**src/rtl/freq_pkg.sv**
```systemverilog
// Shared constants and state encoding for the frequency divider.
// Both the RTL and its testbench import this package.
package freq_pkg;

  localparam int unsigned DEF_DIVIDEND = 50_000_000;
  localparam int unsigned DEF_WIDTH    = 32;

  // The iteration counter only has to reach DEF_WIDTH-1.
  localparam int unsigned CNT_W = $clog2(DEF_WIDTH);

  typedef logic [1:0] state_t;

  localparam state_t ST_IDLE = 2'd0;
  localparam state_t ST_CALC = 2'd1;
  localparam state_t ST_DONE = 2'd2;

endpackage

```
**src/rtl/freq_divider.sv**
```systemverilog
// Sequential restoring divider: computes DIVIDEND / divisor, one quotient bit
// per cycle, MSB first. The frequency is published WIDTH+1 cycles after start.
module freq_divider
  import freq_pkg::*;
#(
  parameter int unsigned DIVIDEND = DEF_DIVIDEND,
  parameter int unsigned WIDTH    = DEF_WIDTH
) (
  input  logic             clk,
  input  logic             rst_n,
  input  logic             start,
  input  logic [WIDTH-1:0] divisor,
  output logic [WIDTH-1:0] quotient,
  output logic [WIDTH-1:0] remainder,
  output logic             busy,
  output logic             done,
  output logic             div_err
);

  localparam logic [WIDTH-1:0] DIVIDEND_W = WIDTH'(DIVIDEND);
  localparam logic [CNT_W-1:0] LAST_ITER  = CNT_W'(WIDTH - 1);

  state_t           state_q, state_d;
  logic [CNT_W-1:0] cnt_q,   cnt_d;
  logic [WIDTH-1:0] div_q,   div_d;
  logic [WIDTH-1:0] work_q,  work_d;
  logic [WIDTH-1:0] prem_q,  prem_d;
  logic [WIDTH-1:0] quot_q,  quot_d;
  logic [WIDTH-1:0] rem_q,   rem_d;
  logic             err_q,   err_d;
  logic             busy_q,  busy_d;
  logic             done_q,  done_d;

  logic [WIDTH:0]   trial;
  logic [WIDTH:0]   diff;
  logic             fits;

  // The partial remainder stays below the divisor, so the shifted trial value
  // fits in WIDTH+1 bits and the sign of the difference is the compare result.
  assign trial = {prem_q, work_q[WIDTH-1]};
  assign diff  = trial - {1'b0, div_q};
  assign fits  = ~diff[WIDTH];

  always_comb begin
    // NOTE: every signal assigned below gets a default first, so no path can
    // leave one unassigned and infer a latch.
    state_d = state_q;
    cnt_d   = cnt_q;
    div_d   = div_q;
    work_d  = work_q;
    prem_d  = prem_q;
    quot_d  = quot_q;
    rem_d   = rem_q;
    err_d   = err_q;
    busy_d  = busy_q;
    done_d  = 1'b0;

    case (state_q)
      ST_IDLE: begin
        if (start) begin
          state_d = ST_CALC;
          cnt_d   = '0;
          div_d   = divisor;
          work_d  = DIVIDEND_W;
          prem_d  = '0;
          busy_d  = 1'b1;
        end
      end
      ST_CALC: begin
        prem_d = fits ? diff[WIDTH-1:0] : trial[WIDTH-1:0];
        work_d = {work_q[WIDTH-2:0], fits};
        cnt_d  = cnt_q + CNT_W'(1);
        if (cnt_q == LAST_ITER) begin
          state_d = ST_DONE;
        end
      end
      ST_DONE: begin
        // A zero divisor naturally yields all-ones and the full dividend.
        state_d = ST_IDLE;
        quot_d  = work_q;
        rem_d   = prem_q;
        err_d   = (div_q == '0);
        busy_d  = 1'b0;
        done_d  = 1'b1;
      end
      default: begin
        state_d = ST_IDLE;
        busy_d  = 1'b0;
      end
    endcase
  end

  // NOTE: state registers use non-blocking assignments so every register
  // samples the pre-edge values, independent of statement order.
  always_ff @(posedge clk) begin
    if (!rst_n) begin
      state_q <= ST_IDLE;
      cnt_q   <= '0;
      div_q   <= '0;
      work_q  <= '0;
      prem_q  <= '0;
      quot_q  <= '0;
      rem_q   <= '0;
      err_q   <= 1'b0;
      busy_q  <= 1'b0;
      done_q  <= 1'b0;
    end else begin
      state_q <= state_d;
      cnt_q   <= cnt_d;
      div_q   <= div_d;
      work_q  <= work_d;
      prem_q  <= prem_d;
      quot_q  <= quot_d;
      rem_q   <= rem_d;
      err_q   <= err_d;
      busy_q  <= busy_d;
      done_q  <= done_d;
    end
  end

  assign quotient  = quot_q;
  assign remainder = rem_q;
  assign div_err   = err_q;
  assign busy      = busy_q;
  assign done      = done_q;

endmodule

```
**config.mk**
```make
export PLATFORM = sky130hd
export DESIGN_NAME = freq_divider
export DESIGN_NICKNAME = d
export VERILOG_FILES = /design/src/rtl/freq_pkg.sv /design/src/rtl/freq_divider.sv
export SDC_FILE = /design/constraint.sdc
export NUM_CORES = 1
export LEC_CHECK = 0
export CAP_MARGIN = 5
export CELL_PAD_IN_SITES_DETAIL_PLACEMENT = 0
export CELL_PAD_IN_SITES_GLOBAL_PLACEMENT = 1
export CORE_MARGIN = 1.5
export CORE_UTILIZATION = 41
export DETAILED_ROUTE_END_ITERATION = 6
export HOLD_SLACK_MARGIN = 0.02
export PLACE_DENSITY_LB_ADDON = 0.1
export SLEW_MARGIN = 25
export SYNTH_ARGS = -nofsm -noshare
export SYNTH_HDL_FRONTEND = slang
export SYNTH_SLANG_ARGS = --single-unit
```
**constraint.sdc**
```tcl
create_clock -name clk -period 3.8 [get_ports clk]
set_input_delay 0.95 -clock clk [delete_from_list [all_inputs] [get_ports clk]]
set_output_delay 0.95 -clock clk [all_outputs]
set_load 0.02 [all_outputs]
```
; ---- Yosys cells after proc, flatten, opt, wreduce, memory -nomap -nowiden
; Index checks and enable logic that the tools add are counted.
[classes]
addsub = 2
eq_ne = 5
n_mux = 13
n_bitwise = 2
n_reduce_logical = 7
[ops]
columns = cell, n
row1 = case mux 32 bit (2 select lines), 2
row2 = two-way mux 32 bit, 3
row3 = subtractor 33 x 32 -> 33 bit, 1
row4 = logical NOT 32 bit, 1
row5 = case mux 5 bit (2 select lines), 1
row6 = AND reduction 2 bit, 4
row7 = "adder 5 x 1 -> 5 bit, second input constant", 1
row8 = "== test 5 bit, second input constant", 1
row9 = two-way mux 5 bit, 1
row10 = two-way mux 2 bit, 2
row11 = "!= test 2 bit, second input constant", 2
row12 = case mux 2 bit (2 select lines), 1
row13 = "== test 2 x 1 -> 1 bit, second input constant", 1
row14 = "== test 2 bit, second input constant", 1
row15 = logical NOT 2 bit, 1
row16 = two-way mux 1 bit, 2
row17 = inverter 1 bit, 2
row18 = case mux 1 bit (2 select lines), 1
row19 = nonzero test 2 bit, 1
[word_totals]
register_bits = 170
out_inout_bits = 67
word_cells = 39

; ---- Depth between registers and ports, before layout
; Gate-level depths: netlist of run 1.
[logic_depth]
word_depth = 3
depth_mapped = 15

; ---- Worst setup path before layout of run 1
; Ideal clock, no wire load.
[synth_path]
path_kind = reg-to-reg
startpoint = register work_q[31]
endpoint = register prem_q[10]
t_arrival_ns = 3.184
required_ns = 3.712
setup_slack_ns = 0.528
path_stages_with_launch = 16
path_buffers = 1
period_less_slack_ns = 3.272
path_cell_list = dfxtp_1 inv_1 ha_1 inv_1 fa_1 a211oi_1 o21ai_1 nand2_1 o211ai_2 a31oi_4 o211ai_4 a221oi_4 xnor2_2 buf_2 nand2_1 a311oi_2
[synth_via]
elab_chain_len = 3
[synth_lines]
columns = item, line
row1 = from (decl), freq_divider.sv:26  ; logic [WIDTH-1:0] work_q, work_d;
row2 = from (signal assigned), freq_divider.sv:111  ; work_q <= work_d;
row3 = subtractor 33 x 32 -> 33 bit, freq_divider.sv:41  ; assign diff = trial - {1'b0, div_q};
row4 = two-way mux 32 bit, freq_divider.sv:70  ; prem_d = fits ? diff[WIDTH-1:0] : trial[WIDTH-1:0];
row5 = case mux 32 bit (2 select lines), freq_divider.sv:58  ; case (state_q)
row6 = to (signal assigned), freq_divider.sv:112  ; prem_q <= prem_d;
row7 = to (decl), freq_divider.sv:27  ; logic [WIDTH-1:0] prem_q, prem_d;
; Every way passes these cells.
; A chain may end at the register's enable or synchronous reset.

; ---- Worst setup path after layout of run 1
[layout_path]
startpoint = register work_q[31]
endpoint = register prem_q[16]
; Same word-level chain as after synthesis.

==> qor.txt, run 1 <==
final core occ: 51.6%
routability cong.: 0.890
area of the core: 19400 µm²
die width: 143 µm
Avg Inst Size Synth: 7.91 µm²
Design Area, Final: 10000 µm²
# fillers: 1990
Min-Delay Endpoint: quotient[9]
maxcap violations: 0
detailed-route via count: 7145
DPL Wire Length: 14400 µm
final setup violating endpoints: 0
critical path cell sequence: inv_1 > ha_1 > inv_1 > fa_1 > a211oi_2 > o21ai_1 > nand2_1 > o211ai_2 > a31oi_4 > o211ai_4 > a221oi_4 > xnor2_2 > buf_4 > nand2_1 > a311oi_2
initial antenna violation count: 0
synth unique cells: 58
peak supply drop: 730 µV
Clk Tree Root Cell: clkbuf_16
Crit Reg-Reg Startpoint: work_q[31]
Worst path top cell family by delay: compound AO/OA/AOI/OAI gates
largest net degree at the start of global routing: 75
deepest clock path buffer count: 2
Cell Area, Placed: 9350 µm²
routed len/inst: 14.9 µm
post-route insts no fill: 1379
ys flop type: dfxtp_1
first-pass GRT wire length: 33500 µm
number of DRC markers in iteration 0: 302
die footprint: 20500 µm²
Mapped Area: 8080 µm²
number of synthesized flops with an enable pin: 0
drt drc: 0
Cell Rows: 51
Power per Cell Area: 775 nW/µm²
reg2reg setup slack: 0.28 ns
nets@finish: 1171
Post-Syn Instances: 1021
global route total overflow: 0
Worst-Skew Late Latency: 0.43 ns
origin of the worst min-delay path: quotient[9]
final period utilization: 92.7%
Critical path buffers and inverters: 3
CTS buffer count: 17
Post-DRT Antenna Nets: 0
Setup crit end kind: flop
port bufs: 101
H-Tree Depth: 4
Req. time, crit path: 4.14 ns
crit-path max FO: 9
effective utilization at floorplan: 41.6%
final critical-path required period: 3.52 ns
Least-Margin Pin Slew: 0.784 ns
FMAX: 284 MHz
drt pass-1 iters: 4
drt via density: 5.18
cell count of the worst hold path: 2
Total Power: 0.00776 W
status: complete, no violations
Pins Over Slew Limit: 0
Post-CTS Resized: 0
Worst-path clk slew: 0.07 ns
WP data arrival: 3.87 ns
Layout area overhead: 23.9%
post-synthesis sequential area ratio: 42.1%
slew margin rel.: 47.5%
crit start category: flop
routed wire length: 20600 µm
R2R cell count: 15
Syn Nets: 1091
Sink Count: 170
reg-to-reg endpoint: prem_q[16]
number of global-route vias before repair: 6553
hold crit path type: reg2reg
crit path kind: reg2reg
yosys warns: 0
Placed Instances: 1347
Die H: 143 µm
ys async rst share: 0%
Leakage: 3.62 nW
crit path max-delay cell type: fa_1
GRT Total Usage: 20.7%
Setup Buffers After CTS: 0
skew final: 0.0118 ns
share of cells above drive strength 1: 8.17%
# diodes: 0
RSZ-0062 raised after global routing: no
I/O pin count: 102
post-synthesis register bit count: 170
slowest cell delay on critical path: 0.42 ns
hold buffer count at CTS: 0
CTS tree: done
setup TNS: 0 ns
final hold vios: 0
area by class of cell:
class / count / area (µm²) / share of cell area [%]
Multi-Input combinational cell: 746 / 4250 / 42.4
Sequential cell: 170 / 3400 / 34.0
Timing Repair Buffer: 126 / 1220 / 12.2
Clock buffer: 19 / 443 / 4.43
Tap cell: 265 / 332 / 3.31
Clock inverter: 13 / 208 / 2.08
Inverter: 40 / 153 / 1.53
cells in the mapped netlist, types with 14 or more instances:
| library cell | count | area (µm²) |
|---|---|---|
| nor2_1 | 34 | 128 |
| xnor2_1 | 15 | 131 |
| xor2_1 | 14 | 123 |
| dfxtp_1 | 170 | 3400 |
| buf_1 | 16 | 60.1 |
| inv_1 | 40 | 150 |
| clkbuf_1 | 42 | 158 |
| nand2_1 | 267 | 1000 |
| nand3_1 | 28 | 140 |
| o21ai_0 | 40 | 200 |
| ha_1 | 34 | 425 |
| a21oi_1 | 180 | 901 |
registers in the layout (all words and copies together) (netlist names):
register,count
busy,1
cnt_q,5
div_err,1
div_q,32
done,1
prem_q,32
quotient,32
remainder,32
state_q,2
work_q,32
logic make-up after synthesis:
| kind of cell | share of synthesized area, % |
|---|---|
| multiplexers | 0.992 |
| buffers and inverters | 5.62 |
| adder cells (fa/ha/maj) | 5.52 |
| XOR/XNOR | 3.55 |
| AO/OA/AOI/OAI | 22.7 |
| flip-flops | 42.1 |
| AND/OR/NAND/NOR | 19.5 |
metrics by stage:
stage | hold slack, ns | worst slack [ns]
floorplan | 0.442 | 0.528
global placement | 0.442 | 0.285
detailed placement | 0.447 | 0.180
CTS | 0.456 | 0.150
global route | 0.472 | 0.00690
finish | 0.453 | 0.277
worst min-delay path: stages, from the launching register on:
cell and delay (ns):
dfxtp_1 0.31, nand2_1 0.05, a21oi_1 0.05
placed cells by master (no fill, tap or decap), types with 4 or more instances in the layout:
cell / Yosys / routed
nand3_1: 28 / 28
o21a_1: 5 / 5
nand2_2: 5 / 6
clkdlybuf4s50_1: 0 / 101
o21ai_1: 6 / 6
a21oi_1: 180 / 180
bufinv_16: 0 / 4
dfxtp_1: 170 / 170
and3_1: 5 / 5
nor2_1: 34 / 33
nand4_1: 8 / 8
xnor2_1: 15 / 15
a311oi_2: 13 / 13
o21bai_1: 6 / 6
nand2_1: 267 / 266
clkbuf_16: 0 / 17
xor2_1: 14 / 14
nor4_1: 8 / 8
nor3_1: 6 / 6
a21o_1: 13 / 13
inv_1: 40 / 39
mux2i_1: 8 / 8
o21ai_0: 40 / 40
ha_1: 34 / 34
buf_4: 2 / 23
a32oi_1: 6 / 6
worst max path at each step:
stage                     startpoint  cells after the start  slack, ns    endpoint
after floorplan           work_q[31]                     15       0.53  prem_q[10]
after global placement    work_q[31]                     15       0.29  prem_q[13]
after detailed placement  work_q[31]                     15       0.18  prem_q[16]
after CTS                 work_q[31]                     15       0.15  prem_q[16]
after global routing      work_q[31]                     15      0.007  prem_q[20]
final                     work_q[31]                     15       0.28  prem_q[16]
report_power, final:
group | internal (W) | switching, W
logic | 0.00159 | 0.00213
registers | 0.00193 | 0.000189
clock network | 0.00114 | 0.000777
layer usage:
layer,GRT usage (%),wire length [µm],vias to the layer above
li1,-,-,3670
met1,29.0,10200,3328
met2,32.3,9320,122
met3,3.30,701,25
met4,7.30,400,0
met5,0,0,-
Power figures use the tool's default switching activity.
==> run 2: changes to the inputs <==
- CELL_PAD_IN_SITES_DETAIL_PLACEMENT: 0 -> 1
- CELL_PAD_IN_SITES_GLOBAL_PLACEMENT: 1 -> 2
- CORE_UTILIZATION: 41 -> 33
==> run 2 against run 1 <==
- hold slack better by 0.00089 ns
- maximum frequency is 0.19% higher
- first-iteration DRC count is 5.6% lower
- utilization is 10 points lower
- clock power is 9% lower
==> qor.txt, run 2 (synthesized netlist as in run 1, its figures left out) <==
status: complete, no violations
cell count of the worst hold path: 2 (unchanged)
setup TNS: 0 ns (unchanged)
area of the core: 24200 µm² (+25%)
I/O pin count: 102 (unchanged)
RSZ-0062 raised after global routing: no
routed wire length: 23300 µm (+13%)
crit start category: flop
Cell Rows: 57 (+12%)
crit-path max FO: 6 (-3)
drt drc: 0 (unchanged)
final core occ: 41.5% (-10 points)
Worst-path clk slew: 0.08 ns (about the same)
die width: 159 µm (+11%)
Worst-Skew Late Latency: 0.43 ns (about the same)
final hold vios: 0 (unchanged)
final setup violating endpoints: 0 (unchanged)
# diodes: 0 (unchanged)
DPL Wire Length: 16500 µm (+14%)
share of cells above drive strength 1: 8.09% (-0.075 points)
WP data arrival: 3.86 ns (about the same)
peak supply drop: 609 µV (-17%)
Power per Cell Area: 767 nW/µm² (-1.0%)
largest net degree at the start of global routing: 81 (+8.0%)
Final WS setup: 0.284 ns (+0.00677 ns)
detailed-route via count: 7215 (+0.98%)
hold buffer count at CTS: 0 (unchanged)
routability cong.: 0.814 (-8.6%)
skew final: 0.0119 ns (+0.000149 ns)
nets@finish: 1169 (-0.17%)
initial antenna violation count: 0 (unchanged)
Die H: 159 µm (+11%)
Req. time, crit path: 4.14 ns (about the same)
drt via density: 5.02 (-3.0%)
slowest cell delay on critical path: 0.42 ns (about the same)
FMAX: 284 MHz (+0.19%)
# fillers: 2882 (+45%)
Clk Tree Root Cell: clkbuf_16
routed len/inst: 16.3 µm (+8.8%)
effective utilization at floorplan: 33.4% (-8.2 points)
H-Tree Depth: 4 (unchanged)
Setup crit end kind: flop
Leakage: 3.58 nW (-1.2%)
commonest non-fill, non-tap cells in the layout: nand2_1, a21oi_1, dfxtp_1
Max Used Layer: met4
reg2reg setup slack: 0.28 ns (about the same)
origin of the worst min-delay path: quotient[9]
hold crit path type: reg2reg
wl on met1: 11600 µm (+14%)
critical path cell sequence: inv_1 > ha_1 > inv_1 > fa_1 > a211oi_2 > o21ai_1 > nand2_1 > o211ai_2 > a31oi_4 > o211ai_4 > a221oi_4 > xnor2_2 > buf_4 > nand2_1 > a311oi_2
global route total overflow: 0 (unchanged)
Pins Over Slew Limit: 0 (unchanged)
final critical-path required period: 3.52 ns (-0.00677 ns)
port bufs: 101 (unchanged)
crit path max-delay cell type: fa_1
Layout area overhead: 24.2%
routed wl met2: 11000 µm (+18%)
final period utilization: 92.5% (-0.18 points)
reg-to-reg endpoint: prem_q[8]
GRT Total Usage: 18.7% (-2.0 points)
crit path kind: reg2reg
maxcap violations: 0 (unchanged)
die footprint: 25400 µm² (+24%)
leading cell type in the layout, fill and taps excluded: nand2_1
number of DRC markers in iteration 0: 285 (-5.6%)
Crit Reg-Reg Startpoint: work_q[31]
deepest clock path buffer count: 2 (unchanged)
CTS tree: done
CTS buffer count: 17 (unchanged)
Placement Setup Slack: 0.144 ns (-0.0361 ns)
number of global-route vias before repair: 7245 (+11%)
Least-Margin Pin Slew: 0.911 ns (+0.127 ns)
Sink Count: 170 (unchanged)
slew margin rel.: 39.3% (-8.2 points)
met3 WL: 451 µm (-36%)
Post-DRT Antenna Nets: 0 (unchanged)
Min-Delay Endpoint: quotient[9]
R2R cell count: 15 (unchanged)
drt pass-1 iters: 4 (unchanged)
first-pass GRT wire length: 38400 µm (+15%)
==> run 2: changes by cell type in the layout (fill, tap and decap cells not counted) <==
cell,before,now
nand2b_2,0,1
clkinv_2,1,0
clkinvlp_4,0,3
buf_12,2,4
buf_4,23,19
inv_8,2,3
inv_6,3,4
bufinv_16,4,1
clkbuf_8,1,0
nand2b_1,1,0
==> run 2: layer usage <==
layer	up-vias	global-route usage [%]
li1	3663	-
met4	0	5.40
met3	16	2.24
met2	90	31.5
met1	3446	25.2
met5	-	0
==> run 2: worst max-delay path, delay by kind of cell (launching register included) <==
| kind | cells | cell delay (ns) |
|---|---|---|
| DFF | 1 | 0.33 |
| xor gates and xnor gates | 1 | 0.28 |
| adders and majority gates | 2 | 0.59 |
| AOI/OAI and AO/OA | 7 | 1.64 |
| and+or+nand+nor | 2 | 0.20 |
| buffers and inverters | 3 | 0.38 |
==> run 2: worst max-delay path by stage <==
stage	startpoint	endpoint	slack (ns)
floorplan	work_q[31]	prem_q[10]	0.53
global placement	work_q[31]	prem_q[7]	0.22
detailed placement	work_q[31]	prem_q[31]	0.14
CTS	work_q[31]	prem_q[31]	0.08
global route	work_q[31]	prem_q[14]	0.002
finish	work_q[31]	prem_q[8]	0.28
==> run 2: layout make-up <==
cell class                      count  area, µm²  share of cell area (%)
Clock inverter                     14        155                    1.55
Timing Repair Buffer              124       1230                    12.3
Clock buffer                       18        429                    4.28
Inverter                           40        153                    1.52
Multi-Input combinational cell    746       4250                    42.4
Tap cell                          324        405                    4.04
Sequential cell                   170       3400                    33.9
==> run 2: report_power, final <==
| group | internal (W) | switching [W] |
|---|---|---|
| clock | 0.000933 | 0.000822 |
| combinational | 0.00164 | 0.00218 |
| sequential | 0.00193 | 0.000191 |
| total | 0.00450 | 0.00319 |
==> run 2: timing repair <==
item | CTS | global route
setup endpoints to repair | 0 | 30
resized for setup | 0 | 1
buffers inserted | 0 | 0
==> run 2: metrics by stage <==
| stage | total power (W) | cells | hold WS [ns] | area (µm²) |
|---|---|---|---|---|
| 2_1_floorplan | 0.00497 | 1021 | 0.442 | 8080 |
| 3_3_place_gp | 0.00597 | 1404 | 0.443 | 9440 |
| 3_5_place_dp | 0.00601 | 1404 | 0.446 | 9440 |
| 4_1_cts | 0.00781 | 1436 | 0.457 | 10000 |
| 5_1_grt | 0.00825 | 1436 | 0.476 | 10000 |
| 6_report | 0.00769 | 1436 | 0.454 | 10000 |
==> run 3: changes to the inputs <==
- CAP_MARGIN: 5 -> 15
- SLEW_MARGIN: 25 -> 30
==> results of run 3 <==
The final DEF is identical to that of run 2; final timing and power are the same.
